$ cat config.mk
export PLATFORM = sky130hd
export DESIGN_NAME = boruhatti_toplama_agaci_flat
export DESIGN_NICKNAME = d
export VERILOG_FILES = /design/src/rtl/boruhatti_toplama_agaci_if.sv /design/src/rtl/boruhatti_toplama_agaci.sv /design/src/flat_wrapper.sv
export SDC_FILE = /design/constraint.sdc
export NUM_CORES = 1
export LEC_CHECK = 0
export ABC_CLOCK_PERIOD_IN_PS = 2540
export BUFFER_PORTS_ARGS = -buffer_cell sky130_fd_sc_hd__buf_2
export CAP_MARGIN = 10
export CORE_MARGIN = 2
export CORE_UTILIZATION = 57
export DETAILED_ROUTE_END_ITERATION = 10
export PLACE_DENSITY = 0.81
export SLEW_MARGIN = 20
export SYNTH_ARGS = -nofsm -noshare
export SYNTH_HDL_FRONTEND = slang
export SYNTH_SLANG_ARGS = --single-unit
export TNS_END_PERCENT = 20
$ cat constraint.sdc
create_clock -name clk -period 2.54 [get_ports clk]
set_clock_uncertainty 0.15 [all_clocks]
set_input_delay 0.381 -clock clk [delete_from_list [all_inputs] [get_ports clk]]
set_output_delay 0.381 -clock clk [all_outputs]
set_load 0.1 [all_outputs]
$ cat src/rtl/boruhatti_toplama_agaci_if.sv
// Handshake and data bundle of the pipelined adder tree.
// The source drives operands and the input valid, the consumer drives cikis_hazir;
// the tree answers with giris_hazir and the registered sum.
interface boruhatti_toplama_agaci_if #(
   parameter int N = 8,
   parameter int K = 8
);
   localparam int L = $clog2(K);

   logic [K*N-1:0] sayilar;
   logic           giris_etkin;
   logic           giris_hazir;
   logic [N+L-1:0] sonuc;
   logic           sonuc_etkin;
   logic           cikis_hazir;

   // Environment side: produces operands, consumes results.
   modport master (
      output sayilar, giris_etkin, cikis_hazir,
      input  giris_hazir, sonuc, sonuc_etkin
   );

   // Adder tree side.
   modport slave (
      input  sayilar, giris_etkin, cikis_hazir,
      output giris_hazir, sonuc, sonuc_etkin
   );
endinterface

$ cat src/rtl/boruhatti_toplama_agaci.sv
// Pipelined adder tree: K operands of N bits summed over log2(K) register stages.
// Every stage widens by one bit, so the final sum is exact in N+L bits.
// A single global advance signal stalls the whole pipe while the consumer refuses
// a valid result; bubbles are kept in place during a stall.
module boruhatti_toplama_agaci #(
   parameter int N        = 8,
   parameter int K        = 8,
   parameter int ISARETLI = 0
) (
   input logic                       clk,
   input logic                       rst,
   boruhatti_toplama_agaci_if.slave  bus
);
   localparam int L = $clog2(K);

   logic         ilerle;
   logic [L-1:0] v;

   assign ilerle          = !v[L-1] || bus.cikis_hazir;
   assign bus.giris_hazir = ilerle && !rst;
   assign bus.sonuc_etkin = v[L-1];

   // Valid bits shift one stage per advancing edge; v[0] belongs to stage 1.
   always_ff @(posedge clk) begin
      if (rst) begin
         v <= '0;
      end else if (ilerle) begin
         v <= (v << 1) | L'(bus.giris_etkin);
      end
   end

   for (genvar s = 1; s <= L; s++) begin : g_kademe
      localparam int W = N + s;
      localparam int C = K >> s;

      logic [2*C*(W-1)-1:0] alt;
      logic [C*W-1:0]       sonraki;
      logic [C*W-1:0]       toplam;
      logic [W-2:0]         sol;
      logic [W-2:0]         sag;

      if (s == 1) begin : g_kaynak
         assign alt = bus.sayilar;
      end else begin : g_kaynak
         assign alt = g_kademe[s-1].toplam;
      end

      // Pairwise sums of the stage below, each addend sign- or zero-extended by one bit.
      always_comb begin
         sonraki = '0;
         sol     = '0;
         sag     = '0;
         for (int j = 0; j < C; j++) begin
            sol = alt[2*j*(W-1) +: W-1];
            sag = alt[(2*j+1)*(W-1) +: W-1];
            sonraki[j*W +: W] = {(ISARETLI != 0) && sol[W-2], sol}
                              + {(ISARETLI != 0) && sag[W-2], sag};
         end
      end

      // Partial sums load whenever the pipe advances, regardless of the valid bit.
      always_ff @(posedge clk) begin
         if (rst) begin
            toplam <= '0;
         end else if (ilerle) begin
            toplam <= sonraki;
         end
      end
   end

   assign bus.sonuc = g_kademe[L].toplam;
endmodule

$ cat src/flat_wrapper.sv
// flat-port wrapper written by rule: the top's interface ports become plain ports
module boruhatti_toplama_agaci_flat 
#(
   parameter int N        = 8,
   parameter int K        = 8,
   parameter int ISARETLI = 0
)
  (clk, rst, bus_sayilar, bus_giris_etkin, bus_cikis_hazir, bus_giris_hazir, bus_sonuc, bus_sonuc_etkin);
  boruhatti_toplama_agaci_if #(.N(N), .K(K)) bus_i ();
  input logic clk;
  input logic rst;
  input wire logic [$bits(bus_i.sayilar)-1:0] bus_sayilar;
  input wire logic [$bits(bus_i.giris_etkin)-1:0] bus_giris_etkin;
  input wire logic [$bits(bus_i.cikis_hazir)-1:0] bus_cikis_hazir;
  output wire logic [$bits(bus_i.giris_hazir)-1:0] bus_giris_hazir;
  output wire logic [$bits(bus_i.sonuc)-1:0] bus_sonuc;
  output wire logic [$bits(bus_i.sonuc_etkin)-1:0] bus_sonuc_etkin;
  assign bus_i.sayilar = bus_sayilar;
  assign bus_i.giris_etkin = bus_giris_etkin;
  assign bus_i.cikis_hazir = bus_cikis_hazir;
  assign bus_giris_hazir = bus_i.giris_hazir;
  assign bus_sonuc = bus_i.sonuc;
  assign bus_sonuc_etkin = bus_i.sonuc_etkin;
  boruhatti_toplama_agaci #(.N(N), .K(K), .ISARETLI(ISARETLI)) u_core (.clk(clk), .rst(rst), .bus(bus_i));
endmodule
Word-level counts from Yosys, hierarchy flattened
Index checks and enable logic that the tools add are counted.
{"block": "word_totals", "register_bits": 70}
{"block": "op_classes", "n_addsub": 7, "n_reduce_logical": 4, "bitwise_logic": 1}
{"cell": "$add 8x8->9", "count": 4}
{"cell": "$add 9x9->10", "count": 2}
{"cell": "$add 10x10->11", "count": 1}
{"cell": "$or 3x1->3", "count": 1}
{"cell": "$logic_not 1->1", "count": 2}
{"cell": "$logic_and 1x1->1", "count": 1}
{"cell": "$logic_or 1x1->1", "count": 1}

Logic depth before layout (Yosys ltp)
{"block": "depth", "ltp_word": 3, "depth_mapped": 8, "ltp_nobuf": 8}

Worst setup path after synthesis
No wires, ideal clock.
{"block": "synth_path", "path_kind": "register -> output", "from": "reg u_core.v[2]", "to": "out bus_giris_hazir", "t_arrival_ps": 2546, "setup_slack_ps": -537, "t_required_ps": 2009, "stages_incl_launch_ff": 5, "path_cell_list": "dfxtp_1 > nor2b_1 > buf_2 > buf_2 > nor2_1"}
{"block": "synth_via", "elab_chain_cells": 3}
{"item": "start: declaration", "line_no": "boruhatti_toplama_agaci.sv:17", "rtl": "logic [L-1:0] v;"}
{"item": "start signal: assignment", "line_no": "boruhatti_toplama_agaci.sv:28", "rtl": "v <= (v << 1) | L'(bus.giris_etkin);"}
{"item": "$logic_not 1->1", "line_no": "boruhatti_toplama_agaci.sv:19", "rtl": "assign ilerle = !v[L-1] || bus.cikis_hazir;"}
{"item": "$logic_or 1x1->1", "line_no": "boruhatti_toplama_agaci.sv:19"}
{"item": "$logic_and 1x1->1", "line_no": "boruhatti_toplama_agaci.sv:20", "rtl": "assign bus.giris_hazir = ilerle && !rst;"}
{"item": "end: declaration", "line_no": "flat_wrapper.sv:15", "rtl": "output wire logic [$bits(bus_i.giris_hazir)-1:0] bus_giris_hazir;"}
Every way passes these cells.

Worst setup path after layout
{"block": "layout_path", "from": "reg u_core.g_kademe[1].toplam[18]", "to": "reg u_core.g_kademe[2].toplam[16]"}
{"block": "layout_via", "elab_chain_cells": 1}
{"item": "start: declaration", "line_no": "boruhatti_toplama_agaci.sv:38", "rtl": "logic [C*W-1:0] toplam;"}
{"item": "start signal: assignment", "line_no": "boruhatti_toplama_agaci.sv:66", "rtl": "toplam <= sonraki;"}
{"item": "$add 9x9->10", "line_no": "boruhatti_toplama_agaci.sv:57", "rtl": "+ {(ISARETLI != 0) && sag[W-2], sag};"}
{"item": "end signal: assignment", "line_no": "boruhatti_toplama_agaci.sv:66"}
{"item": "end: declaration", "line_no": "boruhatti_toplama_agaci.sv:38"}
Every way passes these cells.
A chain may end at the register's enable or synchronous reset.

==> metrics.md <==
| Metric | Value |
|---|---|
| Layout cells sized above 1 | `18.10%` |
| Syn_nets | `roughly 700` |
| Ys async rst share | `0%` |
| FILL cells | `roughly 700` |
| GR Util All Layers | `around a quarter` |
| Initial antenna violation count | `0` |
| Max Freq | `0.4288 GHz` |
| CTS root buffer | `clkbuf_8` |
| Initial Utilization | `between 50% and 60%` |
| Antenna-violating nets left | `0` |
| Yosys reg bits | `70` |
| Fin nets | `roughly 770` |
| Ys flop type | `dfxtp_1` |
| Fin crit share | `between 90% and 100%` |
| Slowest CP cell | `a211oi_1` |
| VDD IR-drop max | `about 0.00058 V` |
| RSZ-0062 raised after global routing | `no` |
| Hold Path Class | `input port to register` |
| DR WL/cell | `between 10 and 15 um` |
| Most frequent cell after synthesis | `dfxtp_1` |
| Delay-heaviest family, CP | `compound AO/OA/AOI/OAI gates` |
| # DRC | `0` |
| Top cells by area, synth | `dfxtp_1 (29%), ha_1 (15%), nand2_1 (4.9%)` |
| Seq/Total Area, Yosys | `between 20% and 30%` |
| Leakage | `~2.6 nW` |
| Worst-margin pin slew | `around 0.67 ns` |
| Tot Pwr | `0.003492 W` |
| Worst-case clock buffer depth | `2` |
| Final Hold Violating Endpoints | `0` |
| Width of the die | `roughly 96 um` |
| Yosys top cell area share | `28.81%` |
| Yosys top cell by area | `dfxtp_1` |
| WS Path Type | `register to register` |
| CTS sink cnt | `70` |
| Synth top cells by count | `dfxtp_1 (70), nand2_1 (63), ha_1 (60)` |
| Via count | `about 4,600` |
| Resized cells post-CTS | `0` |
| FP Rows | `33` |
| Port Buffers | `80` |
| Pin count of the biggest net entering global routing | `between 40 and 50` |
| CTS tree | `yes` |
| Yosys warning total | `0` |
| Netlist Area Pre-Place | `roughly 4900 um2` |
| Clk Latency, worst-skew pair | `between 0.3 and 0.4 ns` |
| FF/Latch Area | `1401 um2` |
| TritonCTS Buffers | `9` |
| Fin. max-slew vios | `0` |
| Avg Cell Area, Syn | `~8.6 um2` |
| CP startpoint kind | `register` |
| Multi-input gate area | `approximately 3300 um2` |
| DR pass1 iterations | `5` |
| Count of flip-flops with a built-in enable after synthesis | `0` |
| Status | `finished clean` |
| Routed Wire Length | `11,010 um` |
| Global-route wire length before repair | `approximately 18,000 um` |
| Synth-to-Final Area Change | `13.53%` |
| CP Max Fanout | `3` |
| Post-route setup TNS | `0 ns` |
| Setup violators final | `0` |
| Register clock-pin slew on the reported worst setup and hold paths | `about 0.07 ns` |
| Vias in the first global route | `4,109` |
| Synth unique cells | `between 50 and 60` |
| Drt via density | `just over 6` |
| DRT iter0 DRCs | `roughly 240` |
| Slowest cell delay on critical path | `about 0.46 ns` |
| WP data arrival | `2.41 ns` |
| Htree depth | `3` |
| Critical path cell sequence | `ha_1 > fa_1 > a211oi_1 > nor2_1 > o31ai_1 > nor4_1 > nand3b_1` |
| IO Pins | `81` |
| Max-cap viol count | `0` |
| Cells after synthesis | `about 570` |
| Ant diodes | `0` |
| Core area | `a little over 8000 um2` |
| Remaining global-route overflow | `0` |
| Chip height | `between 90 and 100 um` |
| Worst Path Required | `~2.6 ns` |
| CP bufs+invs | `0` |
| Pwr Density | `632.5 nW/um2` |
| Max_slew headroom | `a little under three fifths` |
| Hold Buf Count CTS | `0` |
| Crit. End Element | `register` |
| Post-CTS Setup Repair Bufs | `0` |
| Die area | `between 9000 and 10,000 um2` |
| Hpwl dp | `around 8400 um` |
| Final min period | `2.332 ns` |
| Gp weighted congestion | `a little under 0.9` |
==> worst reg2reg max path, delay by kind of cell, from the launching register on <==
family / cells / cell delay [ns]
AO/OA/AOI/OAI: 2 / 0.74
adder cells (fa/ha/maj): 2 / 0.69
flip-flops: 1 / 0.32
AND/OR/NAND/NOR: 3 / 0.32
==> state kept, by name, indices dropped and copies added, names as in the netlist <==
| signal | flops |
|---|---|
| u_core.v | 3 |
| u_core.bus.sonuc | 11 |
| u_core.g_kademe.toplam | 56 |
==> logic make-up after synthesis <==
family	synth area share [%]
buffers and inverters	4.296
multiplexers	0.8233
adder cells (fa/ha/maj)	18.32
XOR/XNOR	2.341
flip-flops	28.81
AND/OR/NAND/NOR	19.78
AO/OA/AOI/OAI	25.62
==> power breakdown <==
part           total, W  internal, W  leakage, nW  switching (W)
clock network  0.000841     0.000463       0.0911       0.000378
registers       0.00135      0.00125        0.581      0.0000953
logic           0.00130     0.000495         1.88       0.000807
total           0.00349      0.00221         2.55        0.00128
==> layout by cell type, fill, tap and decap left out, types with 5 or more instances in the layout <==
cell      count
nand2_1      63
nor2_1       32
clkbuf_8     10
buf_2        80
a31oi_1      13
nor3_1       16
nor4b_1      12
o21a_1        6
o211ai_1      9
nand4_1       5
xor2_1        5
a211o_1       9
fa_1          7
o31ai_1       8
a211oi_1     29
inv_1         9
a21o_1       20
or4_1         7
xnor2_1       8
dfxtp_1      70
buf_4         9
ha_1         60
nor4_1        5
o21ai_0      33
nand3_1      16
a21oi_1      42
or3_1         6
==> worst paths after layout <==
check                                                                start                                         end  slack [ns]  cells past startpoint
worst max-delay path            u_core.g_kademe[1].toplam[18]$_SDFFE_PP0N_  u_core.g_kademe[2].toplam[16]$_SDFFE_PP0N_        0.21                      7
worst min-delay path                                       bus_giris_etkin                    u_core.v[0]$_SDFFE_PP0N_        0.14                      3
worst max register to register  u_core.g_kademe[1].toplam[18]$_SDFFE_PP0N_  u_core.g_kademe[2].toplam[16]$_SDFFE_PP0N_        0.21                      7
worst min register to register            u_core.bus.sonuc[5]$_SDFFE_PP0N_            u_core.bus.sonuc[5]$_SDFFE_PP0N_        0.30                      2
==> routing by layer <==
layer | track usage [%] | vias to the layer above | wire length [um]
li1 | - | 2293 | -
met5 | 0 | - | 0
met4 | 4.460 | 0 | 44
met1 | 32.95 | 2155 | 5319
met2 | 40.51 | 119 | 5208
met3 | 4.732 | 9 | 438
==> metrics by stage <==
stage	setup WS [ns]	hold WS [ns]	utilization [%]	area, um2	std cells
after global placement	0.1862	0.2901	64.73	5345	733
after global routing	0.1152	0.1378	66.86	5522	746
after detailed placement	0.1391	0.2964	64.73	5345	733
after CTS	0.2228	0.1295	66.86	5522	746
final	0.2081	0.1373	66.86	5522	746
after floorplan	0.1510	0.2821	-	4871	567
==> cell type report <==
cell class              instances  area share, %
inverters                       9         0.6118
multi-input cells             458          59.23
well taps                     105          2.379
clock inverters                 2         0.6345
repair buffers                 91          9.200
flip-flops and latches         70          25.38
clock buffers                  11          2.561
Power figures use the tool's default switching activity.
